`src/rtl/direction_input_queue_pkg.sv`:
```
// direction_input_queue_pkg: direction codes and helpers shared by the input queue
package direction_input_queue_pkg;
  typedef enum logic [1:0] {TOP_DIR = 2'b00, RIGHT_DIR = 2'b01, DOWN_DIR = 2'b10, LEFT_DIR = 2'b11} dir_t;
  localparam int DEFAULT_DEBOUNCE_CYCLES = 4;
  function automatic dir_t opposite(input dir_t d);
    return dir_t'(d ^ 2'b10);
  endfunction
endpackage

```
`src/rtl/direction_input_queue_debounce.sv`:
```
// button_debounce: two-flop synchroniser, stability counter and debounced rising-edge pulse
module button_debounce #(
  parameter int DEBOUNCE_CYCLES = 4,
  parameter int CNT_W = $clog2(DEBOUNCE_CYCLES + 1)
) (
  input  logic clk,
  input  logic reset,
  input  logic raw,
  output logic level,
  output logic rise
);
  logic [1:0] sync;
  logic state;
  logic flip;
  logic [CNT_W-1:0] cnt;
  // level/rise show the post-edge state so the top can act on the flip in the same edge
  always_comb begin
    flip = (sync[1] != state) && (cnt == CNT_W'(DEBOUNCE_CYCLES - 1));
    level = state ^ flip;
    rise = flip & ~state;
  end
  always_ff @(posedge clk) begin
    if (reset) begin
      sync <= '0;
      state <= 1'b0;
      cnt <= '0;
    end else begin
      sync <= {sync[0], raw};
      state <= level;
      cnt <= (sync[1] == state || flip) ? '0 : cnt + 1'b1;
    end
  end
endmodule

```
`src/rtl/direction_input_queue.sv`:
```
// direction_input_queue: debounced buttons to validated direction requests, released one per tick
module direction_input_queue
  import direction_input_queue_pkg::*;
#(
  parameter int DEBOUNCE_CYCLES = DEFAULT_DEBOUNCE_CYCLES,
  parameter int CNT_W = $clog2(DEBOUNCE_CYCLES + 1),
  parameter int QUEUE_DEPTH = 4,
  parameter dir_t INIT_DIR = TOP_DIR
) (
  input  logic clk,
  input  logic reset,
  input  logic left,
  input  logic right,
  input  logic up,
  input  logic down,
  input  logic tick,
  output dir_t dir,
  output logic dir_changed,
  output logic reject,
  output logic overflow,
  output logic [$clog2(QUEUE_DEPTH+1)-1:0] queue_count
);
  localparam int PTR_W = $clog2(QUEUE_DEPTH);
  localparam int CW = $clog2(QUEUE_DEPTH + 1);
  logic [3:0] btn, level, rise;
  dir_t fifo [QUEUE_DEPTH];
  logic [PTR_W-1:0] rd, wr;
  dir_t cand, ref_dir;
  logic valid, bad, accept, full, pop, push, rej, ovf;
  // bit index equals the direction code
  assign btn = {left, down, right, up};
  for (genvar g = 0; g < 4; g++) begin : g_btn
    button_debounce #(.DEBOUNCE_CYCLES(DEBOUNCE_CYCLES), .CNT_W(CNT_W)) u_db (
      .clk(clk), .reset(reset), .raw(btn[g]), .level(level[g]), .rise(rise[g])
    );
  end
  always_comb begin
    cand = rise[1] ? RIGHT_DIR : rise[2] ? DOWN_DIR : rise[3] ? LEFT_DIR : TOP_DIR;
    ref_dir = (queue_count != '0) ? fifo[wr - 1'b1] : dir;
    valid = $onehot(rise) && $onehot(level);
    bad = (cand == ref_dir) || (cand == opposite(ref_dir));
    accept = valid && !bad;
    rej = (|rise) && !accept;
    full = queue_count == CW'(QUEUE_DEPTH);
    pop = tick && (queue_count != '0);
    push = accept && (!full || pop);
    ovf = accept && full && !pop;
  end
  always_ff @(posedge clk) begin
    if (push) fifo[wr] <= cand;
  end
  always_ff @(posedge clk) begin
    if (reset) begin
      rd <= '0;
      wr <= '0;
      queue_count <= '0;
      dir <= INIT_DIR;
      dir_changed <= 1'b0;
      reject <= 1'b0;
      overflow <= 1'b0;
    end else begin
      if (push) wr <= wr + 1'b1;
      if (pop) begin
        rd <= rd + 1'b1;
        dir <= fifo[rd];
      end
      queue_count <= queue_count + CW'(push) - CW'(pop);
      dir_changed <= pop;
      reject <= rej;
      overflow <= ovf;
    end
  end
endmodule

```
`config.mk`:
```
export PLATFORM = sky130hd
export DESIGN_NAME = direction_input_queue
export DESIGN_NICKNAME = d
export VERILOG_FILES = /design/src/rtl/direction_input_queue_pkg.sv /design/src/rtl/direction_input_queue_debounce.sv /design/src/rtl/direction_input_queue.sv
export SDC_FILE = /design/constraint.sdc
export NUM_CORES = 1
export LEC_CHECK = 0
export ABC_AREA = 1
export CAP_MARGIN = 20
export CORE_MARGIN = 2
export CORE_UTILIZATION = 35
export DETAILED_ROUTE_END_ITERATION = 6
export GPL_ROUTABILITY_DRIVEN = 0
export HOLD_SLACK_MARGIN = 0.03
export PLACE_DENSITY = 0.59
export SKIP_LAST_GASP = 1
export SLEW_MARGIN = 20
export SYNTH_ARGS = -nofsm -noshare
export SYNTH_HDL_FRONTEND = slang
export SYNTH_SLANG_ARGS = --single-unit
```
`constraint.sdc`:
```
create_clock -name clk -period 4.8 [get_ports clk]
set_clock_uncertainty 0.1 [all_clocks]
set_input_delay 0.96 -clock clk [delete_from_list [all_inputs] [get_ports clk]]
set_output_delay 0.96 -clock clk [all_outputs]
set_load 0.005 [all_outputs]
```
### After elaboration in Yosys (flattened, before gate mapping)

Memories as Yosys holds them, arrays and structs flattened. A register that Yosys moved wholly into a read port is not among the register bits.
Index checks and enable logic that the tools add are counted.

* add/subtract/negate cells: 15
* $mul: 0
* div/mod/pow operators: 0
* $lt $le $gt $ge: 0
* eq/ne operators: 17
* shift-type cells: 0
* muxes and demuxes: 6
* bitwise logic cells: 13
* reduce and logical (&&, ||, !) cells: 27

Operator list (number)
* $add A3 B1 Y3 const B: 4
* $eq A3 B2 Y1 const B: 4
* $logic_and A1 B1 Y1: 11
* $add A1 B1 Y2: 4
* $mux W2: 4
* $reduce_or A2 Y1: 4
* $add A2 B2 Y3: 2
* $eq A3 B1 Y1 const B: 2
* $logic_or A1 B1 Y1: 6
* $not A1 Y1: 5
* $add A2 B1 Y2 const B: 2
* $and A1 B1 Y1: 4
* $eq A1 B1 Y1: 4
* $eq A2 B2 Y1: 2
* $logic_not A1 Y1: 4
* $ne A1 B1 Y1: 4
* $reduce_or A4 Y1: 1
* $xor A1 B1 Y1: 4
* $add A3 B1 Y3: 1
* $eq A3 B3 Y1 const B: 1
* $reduce_bool A3 Y1: 1
* $sub A3 B1 Y3: 1
* $mux W1: 2
* $sub A2 B1 Y2 const B: 1

* flip-flop bits (word level): 34
* bits in latches: 0
* memory bits (writable): 8
* bits in read-only memories: 0
* bits of input ports: 7
* output and inout bits: 8
* memories: 1

Memory list
* fifo: depth 4, width 2, rd ports 2, clocked after Yosys merged registers in 1, write ports 1, RTL line direction_input_queue.sv:26 `dir_t fifo [QUEUE_DEPTH];`

### Logic depth before layout (Yosys ltp)

Gate-level depths: netlist (run 1).

* depth after elaboration: 13
* gate-level depth with buffers: 19
* mapped depth without buffers: 19

### Modules after synthesis

A second synthesis (run 1) with hierarchy kept.

* cell total of the unflattened synthesis: 250
* area total of the unflattened synthesis: 2087.0 um^2

Modules (own cells, without submodules)
* direction_input_queue: instances 1, cells an instance 134, area each 1141.1 um^2, sequential area each 480.5 um^2
* button_debounce: instances 4, cells an instance 29, area each 236.5 um^2, sequential area each 120.1 um^2

### Worst setup path after synthesis (run 1)

Ideal clock, no wire load.

* path type: flip-flop to flip-flop
* start: register g_btn[1].u_db.cnt[0]
* end: register queue_count[2]
* setup time: 0.127 ns
* data arrival time: 3.611 ns
* slack: 0.962 ns
* cell stages (with the launch flop): 20
* clock period less this slack: 3.838 ns
* cell sequence: dfxtp_1 -> ha_1 -> ha_1 -> inv_1 -> nor2_1 -> ha_1 -> fa_1 -> inv_1 -> ha_1 -> ha_1 -> nor2_1 -> nand3_1 -> nor3_4 -> nand4_4 -> ha_1 -> inv_1 -> ha_1 -> fa_1 -> xnor2_1 -> nor2_1

* cells in the longest elaborated chain, start to end: 11
* elaborated cells between the ends (all ways): 20

RTL lines
* start, declared: RTL line direction_input_queue_debounce.sv:15 `logic [CNT_W-1:0] cnt;`
* start signal, assigned: RTL line direction_input_queue_debounce.sv:30 `cnt <= (sync[1] == state || flip) ? '0 : cnt + 1'b1;`
* $eq A3 B2 Y1 *: RTL line direction_input_queue_debounce.sv:18 `flip = (sync[1] != state) && (cnt == CNT_W'(DEBOUNCE_CYCLES - 1));`
* $logic_and A1 B1 Y1 *: RTL line direction_input_queue_debounce.sv:18
* $and A1 B1 Y1 / $xor A1 B1 Y1 (equally long branches): RTL line direction_input_queue_debounce.sv:20, direction_input_queue_debounce.sv:19
* $add A1 B1 Y2 (not written as such) / $mux W2 (equally long branches): RTL line direction_input_queue.sv:40, direction_input_queue.sv:38
* $add A2 B2 Y3 (not written as such) / $eq A2 B2 Y1 (equally long branches): RTL line direction_input_queue.sv:40, direction_input_queue.sv:41
* $eq A3 B1 Y1 / $logic_or A1 B1 Y1 (equally long branches): RTL line direction_input_queue.sv:40, direction_input_queue.sv:41
* $logic_and A1 B1 Y1 / $logic_not A1 Y1 (equally long branches): RTL line direction_input_queue.sv:40, direction_input_queue.sv:42
* $logic_and A1 B1 Y1 *: RTL line direction_input_queue.sv:42 `accept = valid && !bad;`
* $logic_and A1 B1 Y1 *: RTL line direction_input_queue.sv:46 `push = accept && (!full || pop);`
* $add A3 B1 Y3 *: RTL line direction_input_queue.sv:67 `queue_count <= queue_count + CW'(push) - CW'(pop);`
* $sub A3 B1 Y3 *: RTL line direction_input_queue.sv:67
* end signal, assigned: RTL line direction_input_queue.sv:67
* end, declared: RTL line direction_input_queue.sv:21 `output logic [$clog2(QUEUE_DEPTH+1)-1:0] queue_count`

Mark *: on every way between the ends. The rest lies on a longest branch, timed or not.
A chain may end at the register's enable or synchronous reset.

### Final worst setup path (run 1)

Ends and elaborated chain as after synthesis.

==> impl_metrics.csv, run 1 <==
group,metric,value,unit
floorplanning,fp.dieH,79.9,µm
timing,tns,0,ns
layout,syn_to_final_growth,15.6,%
critical_path,r2r_end,"queue_count[2]",
critical_path,startpoint_type,"flop",
floorplanning,die_area,6390,µm²
yosys,netlist_top_cells_area,"dfxtp_1, ha_1, edfxtp_1, nor2_1, inv_1",
routing,wl_per_cell,9.28,µm
layout,final_layout_size_suffix_gt1_frac,0.0726,
yosys,avgSynthCellArea,8.89,µm²
clocking,cts_sinks,44,
routing,num_vias,1371,
global_routing,grt_pass1_vias,1298,
critical_path,cp_slowest_cell,"fa_1",
timing,slew_headroom,0.742,
critical_path,regToRegSetupSlack,0.78,ns
floorplanning,io_pins,15,
min_path,min_path_type,"flop to flop",
yosys,synth_xor_area_frac,0.0174,
layout,final_nets,278,
clocking,htree_levels,2,
critical_path,cpLargestDelayFamily,"adder cells",
pwr,p_per_area,355,nW/µm²
critical_path,crit_required,4.88,ns
pwr,ir_drop,0.213,mV
critical_path,crit_buf_inv,3,
layout,antennaDiodeCount,0,
timing,tightest_slew,0.383,ns
yosys,synth-compound-area-share,0.0577,
routing,avgViaCountPerCell,4.28,
clocking,path_clk_slew,0.08,ns
global_routing,grtUsageTotal,0.113,
floorplanning,die_w,79.9,µm
critical_path,worstSetupEndpointType,"flop",
clocking,cts_tree,"yes",
placement,dp.final_hpwl,2330,µm
floorplanning,core,5540,µm²
yosys,synth_area,2020,µm²
critical_path,cp_max_fo,9,
timing,final-setup-viol-count,0,
global_routing,antenna_found_initial,0,
yosys,synth_top_cell_by_area,"dfxtp_1",
timing,rsz0062_at_grt,"no",
yosys,synth_top_family_by_area,"simple AND/OR/NAND/NOR gates",
floorplanning,start_util,0.364,
clocking,numCtsBuffers,5,
timing,maxSlewViolCount,0,
routing,first_iter_violations,39,
timing,post-route-min-period,4.02,ns
critical_path,cp_cell_sequence,"ha_1, ha_1, inv_1, nor2_1, ha_1, fa_1, inv_1, ha_1, ha_1, nor2_1, nand3_1, nor3_4, nand4_4, ha_1, inv_1, ha_1, fa_1, xnor2_1, nor2_1",
clocking,cts_hold_buf,0,
timing,whs,0.300,ns
min_path,min_path_cells,2,
clocking,cts.root.buffer_cell,"clkbuf_8",
clocking,postCtsResizedCells,0,
pwr,leakage,0.00101,µW
yosys,synthMuxAreaShare,0,
yosys,yosysUniqueCellTypes,25,
layout,final_area,2330,µm²
placement,io_buffers,14,
yosys,synth_top_cell_area_share,0.357,
critical_path,r2r_start,"g_btn[1].u_db.cnt[0]",
critical_path,slowest_delay,0.51,ns
min_path,min_from,"g_btn[3].u_db.sync[0]",
global_routing,grt_max_degree,23,
critical_path,setup.worst_path.start,"g_btn[1].u_db.cnt[0]",
timing,hold_viol,0,
critical_path,crit_arrival,4.10,ns
yosys,synth-simple-area-share,0.192,
routing,ant_nets,0,
timing,fmax,249,MHz
clocking,clkLatencyLatePin,0.29,ns
job,drv_cap,0,
clocking,postCtsSetupBuffers,0,
yosys,ys_seq_area_frac,0.476,
run_status,outcome,"finished clean",
yosys,yosysWarnings,0,
critical_path,crit_top_cell,"ha_1",
routing,route.detailed.drc,0,
timing,fin_crit_sh,0.837,
pwr,total_power,827,µW
yosys,synth_seq_cells,44,
yosys,syn_inst,227,
placement,place_area,2250,µm²
yosys,yosys.area_share.adder,0.160,
yosys,synth.net_count,258,
critical_path,worstSetupPathType,"flop to flop",
routing,wl,2970,µm
global_routing,grt_first_pass_wirelength,5470,µm
routing,firstDrtPassIters,4,
clocking,cts_buffer_depth,2,
critical_path,reg2reg_depth,19,
floorplanning,core.rowCount,27,
global_routing,grt_overflow,0,
min_path,holdPathEnd,"g_btn[3].u_db.sync[1]",
[registers in the layout, indices dropped and copies added (netlist names)]
name	flops
g_btn.u_db.cnt	12
fifo	8
g_btn.u_db.sync	8
g_btn.u_db.state	4
queue_count	3
dir	2
rd	2
wr	2
dir_changed	1
overflow	1
reject	1
[layer usage]
| layer | GRT usage | vias up | wire [µm] |
|---|---|---|---|
| met5 | 0 | - | 0 |
| met4 | 0.0559 | 0 | 57 |
| met3 | 0.0351 | 7 | 120 |
| met2 | 0.190 | 25 | 1430 |
| met1 | 0.128 | 601 | 1360 |
| li1 | - | 738 | - |
[cell usage after synthesis]
library cell	n
nor2_1	49
inv_1	47
dfxtp_1	36
ha_1	21
nand2_1	18
edfxtp_1	8
nand3_1	8
o21ai_0	7
a21oi_1	6
xnor2_1	4
fa_1	3
inv_2	3
a31oi_1	2
clkbuf_1	2
nor2_2	2
o211ai_1	2
a21boi_0	1
a21oi_4	1
nand2_2	1
nand2_4	1
nand3_4	1
nand4_1	1
nand4_4	1
nor3_1	1
nor3_4	1
[power breakdown]
group          switching (µW)  leakage [µW]  total [µW]  internal [µW]
clock network             120     0.0000388         221            101
registers                22.1      0.000349         423            401
logic                    97.7      0.000625         183           85.7
[cell type report]
| cell class | count | area (µm²) |
|---|---|---|
| Clock buffer | 6 | 72.6 |
| Inverter | 50 | 188 |
| Clock inverter | 2 | 11.3 |
| Multi-Input combinational cell | 131 | 862 |
| Timing Repair Buffer | 15 | 148 |
| Sequential cell | 44 | 961 |
| Tap cell | 72 | 90.1 |
| Fill cell | 568 | 3210 |
[cell usage in the layout (no fill, tap or decap), types with 3 or more instances in the layout]
cell type	n
nand2_1	18
o21ai_0	7
nand3_1	8
clkdlybuf4s50_1	14
inv_2	3
inv_1	47
ha_1	21
xnor2_1	4
clkbuf_8	5
a21oi_1	6
fa_1	3
dfxtp_1	36
nor2_1	49
edfxtp_1	8
[worst min-delay path, delay by kind of cell, from the launching register on]
family        cells  cell delay (ns)
flops             1             0.30
simple gates      1             0.03
buf+inv           1             0.04
[worst max path at each step]
stage,endpoint,cells after the start
floorplan,queue_count[2],19
global placement,queue_count[2],19
detailed placement,queue_count[2],19
CTS,queue_count[2],19
global route,queue_count[2],19
finish,queue_count[2],19
[per-stage QoR]
step | utilization | std cells | worst slack (ns)
after global placement | 0.406 | 312 | 0.876
after detailed placement | 0.406 | 312 | 0.775
after CTS | 0.421 | 320 | 0.752
after floorplan | - | 227 | 0.962
final | 0.421 | 320 | 0.784
after global routing | 0.421 | 320 | 0.485
[logic make-up after synthesis]
logic type                 after synthesis
AOI/OAI and AO/OA                       19
xor gates and xnor gates                 4
adders and majority gates               24
buffers and inverters                   52
DFF                                     44
and+or+nand+nor                         84
No activity file was read; power rests on OpenSTA's default activity.
==> run 2: changes to the inputs <==
--- a/config.mk
+++ b/config.mk
@@ -12,7 +12,7 @@
 export DETAILED_ROUTE_END_ITERATION = 6
 export GPL_ROUTABILITY_DRIVEN = 0
 export HOLD_SLACK_MARGIN = 0.03
-export PLACE_DENSITY = 0.59
+export PLACE_DENSITY = 0.61
 export SKIP_LAST_GASP = 1
 export SLEW_MARGIN = 20
 export SYNTH_ARGS = -nofsm -noshare
==> constraint.sdc (replaced) <==
create_clock -name clk -period 3.43 [get_ports clk]
set_clock_uncertainty 0.1 [all_clocks]
set_input_delay 0.686 -clock clk [delete_from_list [all_inputs] [get_ports clk]]
set_output_delay 0.686 -clock clk [all_outputs]
set_load 0.005 [all_outputs]
==> impl_metrics.csv, run 2 (synthesis results as in run 1) <==
group,metric,value,unit
run_status,outcome,"complete, but fails checks",
run_status,violations,"negative setup slack",
routing,wl,3040,µm
clocking,path_clk_slew,0.08,ns
routing,num_vias,1423,
clocking,htree_levels,2,
layout,final_layout_size_suffix_gt1_frac,0.210,
global_routing,grt_first_pass_wirelength,5550,µm
global_routing,grt_use_met2,0.200,
clocking,numCtsBuffers,5,
floorplanning,die_w,79.9,µm
layout,layout_common_cells,"inv_1, nor2_1, dfxtp_1, nand2_1, buf_4",
floorplanning,core.rowCount,27,
floorplanning,core,5540,µm²
clocking,cts.root.buffer_cell,"clkbuf_8",
critical_path,crit_top_cell,"ha_4",
routing,route.detailed.drc,0,
floorplanning,die_area,6390,µm²
timing,tightest_slew,0.550,ns
routing,avgViaCountPerCell,4.26,
timing,slew_headroom,0.632,
layout,mostFrequentLayoutCell,"inv_1",
layout,antennaDiodeCount,0,
timing,hold_viol,0,
timing,rsz0062_at_grt,"yes",
critical_path,crit_arrival,3.91,ns
clocking,clkLatencyLatePin,0.30,ns
critical_path,worstSetupPathType,"flop to flop",
critical_path,worstSetupEndpointType,"flop",
routing,ant_nets,0,
timing,fmax,265,MHz
layout,syn_to_final_growth,26.7,%
placement,dp.final_hpwl,2390,µm
layout,final_nets,292,
layout,nFillCells,545,
global_routing,grtUsageTotal,0.112,
critical_path,crit_required,3.56,ns
clocking,cts_buffer_depth,2,
critical_path,startpoint_type,"flop",
critical_path,cp_slowest_cell,"fa_1",
layout,largest-register,"g_btn.u_db.cnt",
clocking,cts_tree,"yes",
timing,post-route-min-period,3.78,ns
floorplanning,fp.dieH,79.9,µm
global_routing,grt_max_degree,15,
floorplanning,io_pins,15,
placement,io_buffers,14,
pwr,ir_drop,0.204,mV
floorplanning,start_util,0.364,
layout,largest_reg_flops,12,
global_routing,busiest_layer,"met2",
layout,reg_top3,"g_btn.u_db.cnt: 12 flops, fifo: 8 flops, g_btn.u_db.sync: 8 flops",
placement,dp_cells,322,
clocking,cts_sinks,44,
critical_path,crit_buf_inv,4,
routing,wl_per_cell,9.09,µm
global_routing,grt_pass1_vias,1375,
pwr,leakage,0.00108,µW
timing,worst_slack,-0.348,ns
timing,tns,-0.653,ns
job,drv_cap,0,
timing,fin_crit_sh,1.10,
layout,multi_input_area,970,µm²
critical_path,cp_max_fo,2,
global_routing,met1_usage,0.119,
critical_path,slowest_delay,0.54,ns
critical_path,cpLargestDelayFamily,"adder cells",
global_routing,grt_overflow,0,
global_routing,antenna_found_initial,0,
layout,regArea,965,µm²
routing,firstDrtPassIters,4,
timing,final-setup-viol-count,2,
routing,first_iter_violations,76,
timing,maxSlewViolCount,0,
critical_path,regToRegSetupSlack,-0.35,ns
pwr,p_per_area,468,nW/µm²
critical_path,cp_cell_sequence,"ha_4, ha_4, inv_2, nor2_1, ha_1, fa_1, inv_1, ha_2, ha_4, nor2_4, nand3_2, nor3_4, nand4_4, ha_4, inv_2, ha_4, fa_2, inv_1, nor2_1",
layout,layout.cells.non_filler,334,
global_routing,met3_usage,0.0339,
min_path,min_path_type,"flop to flop",
run 2: worst paths after layout:
path                          end                  from  cells after the start
max                queue_count[1]  g_btn[3].u_db.cnt[0]                     19
min reg2reg  g_btn[1].u_db.cnt[0]  g_btn[1].u_db.cnt[0]                      1
max reg2reg        queue_count[1]  g_btn[3].u_db.cnt[0]                     19
min          g_btn[1].u_db.cnt[0]  g_btn[1].u_db.cnt[0]                      1
run 2: metal layers:
layer	vias to the layer above	routed length [µm]
met4	0	69
met5	-	0
met1	630	1410
met3	7	128
met2	20	1430
li1	766	-
run 2: cell type report:
| cell class | instances | share of cell area |
|---|---|---|
| Inverter | 50 | 0.0734 |
| Tap cell | 72 | 0.0352 |
| Clock buffer | 7 | 0.0338 |
| Clock inverter | 1 | 0.00245 |
| Timing Repair Buffer | 29 | 0.0988 |
| Multi-Input combinational cell | 131 | 0.379 |
| Sequential cell | 44 | 0.377 |
run 2: worst reg2reg max path, delay by kind of cell, from the launching register on:
| family | cells | cell delay [ns] |
|---|---|---|
| DFF | 1 | 0.34 |
| adders and majority gates | 9 | 2.50 |
| buffers and inverters | 4 | 0.16 |
| and+or+nand+nor | 6 | 0.61 |
run 2: stage by stage:
step | power [µW] | setup WS [ns] | cell area [µm²] | hold WS, ns | utilization
5_1_grt | 1280 | -0.559 | 2560 | 0.330 | 0.462
4_1_cts | 1220 | -0.328 | 2510 | 0.308 | 0.453
6_report | 1200 | -0.348 | 2560 | 0.300 | 0.462
2_1_floorplan | 786 | -0.387 | 2080 | 0.288 | -
3_3_place_gp | 875 | -0.387 | 2380 | 0.292 | 0.430
3_5_place_dp | 879 | -0.445 | 2380 | 0.296 | 0.430
run 2: where the power goes:
part	internal (µW)	switching (µW)	total, µW
Sequential	562	33.1	595
Combinational	130	136	266
Clock	164	171	335
Total	856	340	1200
run 2: repair_timing:
| item | in CTS | in global routing |
|---|---|---|
| hold endpoints to repair | 0 | 0 |
| gates cloned | 0 | 0 |
| endpoints found under the setup margin | 3 | 11 |
| hold buffers | 0 | 0 |
| buffers inserted | 3 | 2 |
| pin swaps | 12 | 10 |
| resized for setup | 1 | 14 |
==> run 3: changes to the inputs <==
--- a/config.mk
+++ b/config.mk
@@ -13,8 +13,6 @@
 export GPL_ROUTABILITY_DRIVEN = 0
 export HOLD_SLACK_MARGIN = 0.03
 export PLACE_DENSITY = 0.61
-export SKIP_LAST_GASP = 1
-export SLEW_MARGIN = 20
 export SYNTH_ARGS = -nofsm -noshare
 export SYNTH_HDL_FRONTEND = slang
 export SYNTH_SLANG_ARGS = --single-unit
==> impl_metrics.csv, run 3 (synthesis results as in run 1) <==
group,metric,value,unit
clocking,cts_buffer_depth,2,
clocking,htree_levels,2,
layout,layout.cells.non_filler,334,
clocking,cts_sinks,44,
placement,dp_cells,322,
timing,fin_crit_sh,1.10,
critical_path,cp_max_fo,2,
global_routing,antenna_found_initial,0,
routing,firstDrtPassIters,4,
critical_path,cpLargestDelayFamily,"adder cells",
floorplanning,start_util,0.364,
critical_path,crit_required,3.56,ns
layout,final_core_util,0.462,
global_routing,grt_pass1_vias,1375,
clocking,numCtsBuffers,5,
layout,final_nets,292,
routing,wl,3040,µm
layout,largest-register,"g_btn.u_db.cnt",
pwr,p_per_area,470,nW/µm²
run_status,outcome,"complete, but fails checks",
critical_path,regToRegSetupSlack,-0.35,ns
routing,route.detailed.drc,0,
routing,avgViaCountPerCell,4.26,
critical_path,worstSetupEndpointType,"flop",
critical_path,crit_top_cell,"ha_4",
floorplanning,core.rowCount,27,
floorplanning,die_area,6390,µm²
floorplanning,die_w,79.9,µm
timing,final-setup-viol-count,2,
critical_path,reg2reg_depth,19,
routing,wl_per_cell,9.10,µm
critical_path,crit_buf_inv,4,
timing,tightest_slew,0.550,ns
timing,worst_slack,-0.348,ns
layout,largest_reg_flops,12,
timing,slew_headroom,0.632,
floorplanning,fp.dieH,79.9,µm
critical_path,cp_cell_sequence,"ha_4, ha_4, inv_2, nor2_1, ha_1, fa_1, inv_1, ha_2, ha_4, nor2_4, nand3_2, nor3_4, nand4_4, ha_4, inv_2, ha_4, fa_2, inv_1, nor2_1",
clocking,path_clk_slew,0.08,ns
layout,antennaDiodeCount,0,
floorplanning,io_pins,15,
critical_path,slowest_delay,0.54,ns
floorplanning,core,5540,µm²
timing,maxSlewViolCount,0,
timing,tns,-0.652,ns
min_path,min_path_cells,1,
critical_path,crit_arrival,3.91,ns
layout,reg_top3,"g_btn.u_db.cnt: 12 flops, fifo: 8 flops, g_btn.u_db.sync: 8 flops",
critical_path,cp_slowest_cell,"fa_1",
timing,post-route-min-period,3.78,ns
pwr,ir_drop,0.204,mV
layout,layout_common_cells,"inv_1, nor2_1, dfxtp_1, nand2_1, buf_4",
placement,io_buffers,14,
layout,final_layout_size_suffix_gt1_frac,0.214,
critical_path,cp.depth,19,
layout,syn_to_final_growth,26.7,%
global_routing,grt_overflow,0,
job,drv_cap,0,
clocking,cts.root.buffer_cell,"clkbuf_8",
clocking,clkLatencyLatePin,0.30,ns
timing,hold_viol,0,
layout,multi_input_area,970,µm²
critical_path,worstSetupPathType,"flop to flop",
placement,dp.final_hpwl,2390,µm
routing,first_iter_violations,76,
min_path,min_path_type,"flop to flop",
clocking,cts_tree,"yes",
pwr,leakage,0.00108,µW
global_routing,grtUsageTotal,0.112,
global_routing,grt_max_degree,15,
timing,fmax,265,MHz
run_status,violations,"negative setup slack",
routing,num_vias,1423,
clocking,cts_hold_buf,0,
critical_path,startpoint_type,"flop",
routing,ant_nets,0,
global_routing,grt_first_pass_wirelength,5550,µm
timing,rsz0062_at_grt,"yes",
layout,regArea,965,µm²
layout,nFillCells,545,
## run 3: power breakdown
| part | switching [µW] | total, µW | internal [µW] |
|---|---|---|---|
| clock | 171 | 335 | 164 |
| combinational | 138 | 271 | 134 |
| sequential | 33.1 | 595 | 562 |
## run 3: area by class of cell
type	count	share of cell area
Inverter	50	0.0734
Tap cell	72	0.0352
Timing Repair Buffer	29	0.0988
Multi-Input combinational cell	131	0.379
Clock buffer	7	0.0338
Sequential cell	44	0.377
Clock inverter	1	0.00245
## run 3: final timing paths
check,to,start
hold / removal,g_btn[1].u_db.cnt[0],g_btn[1].u_db.cnt[0]
setup reg to reg,queue_count[1],g_btn[3].u_db.cnt[0]
setup / recovery,queue_count[1],g_btn[3].u_db.cnt[0]
hold reg to reg,g_btn[1].u_db.cnt[0],g_btn[1].u_db.cnt[0]
## run 3: layer usage
layer | track usage | vias to the layer above | wire (µm)
met3 | 0.0339 | 7 | 128
met4 | 0.0559 | 0 | 69
met2 | 0.200 | 20 | 1420
li1 | - | 766 | -
met1 | 0.119 | 630 | 1420
met5 | 0 | - | 0
## run 3: worst register-to-register path, delay by kind of cell, from the launching register on
kind | cells | cell delay [ns]
fa+ha+maj | 9 | 2.50
buf+inv | 4 | 0.16
flops | 1 | 0.34
simple gates | 6 | 0.61
## run 3: what timing repair did
action / 4_1_cts / 5_1_grt
endpoints found under the setup margin: 3 / 11
gates resized for setup: 1 / 15
pin swaps: 12 / 10
buffers inserted: 3 / 2
## run 3: through the flow
| stage | instance area (µm²) | setup slack, ns | power [µW] | hold slack, ns |
|---|---|---|---|---|
| global placement | 2380 | -0.387 | 875 | 0.292 |
| floorplan | 2080 | -0.387 | 786 | 0.288 |
| finish | 2560 | -0.348 | 1200 | 0.300 |
| CTS | 2510 | -0.328 | 1220 | 0.308 |
| detailed placement | 2380 | -0.445 | 879 | 0.296 |
| global route | 2560 | -0.559 | 1290 | 0.330 |
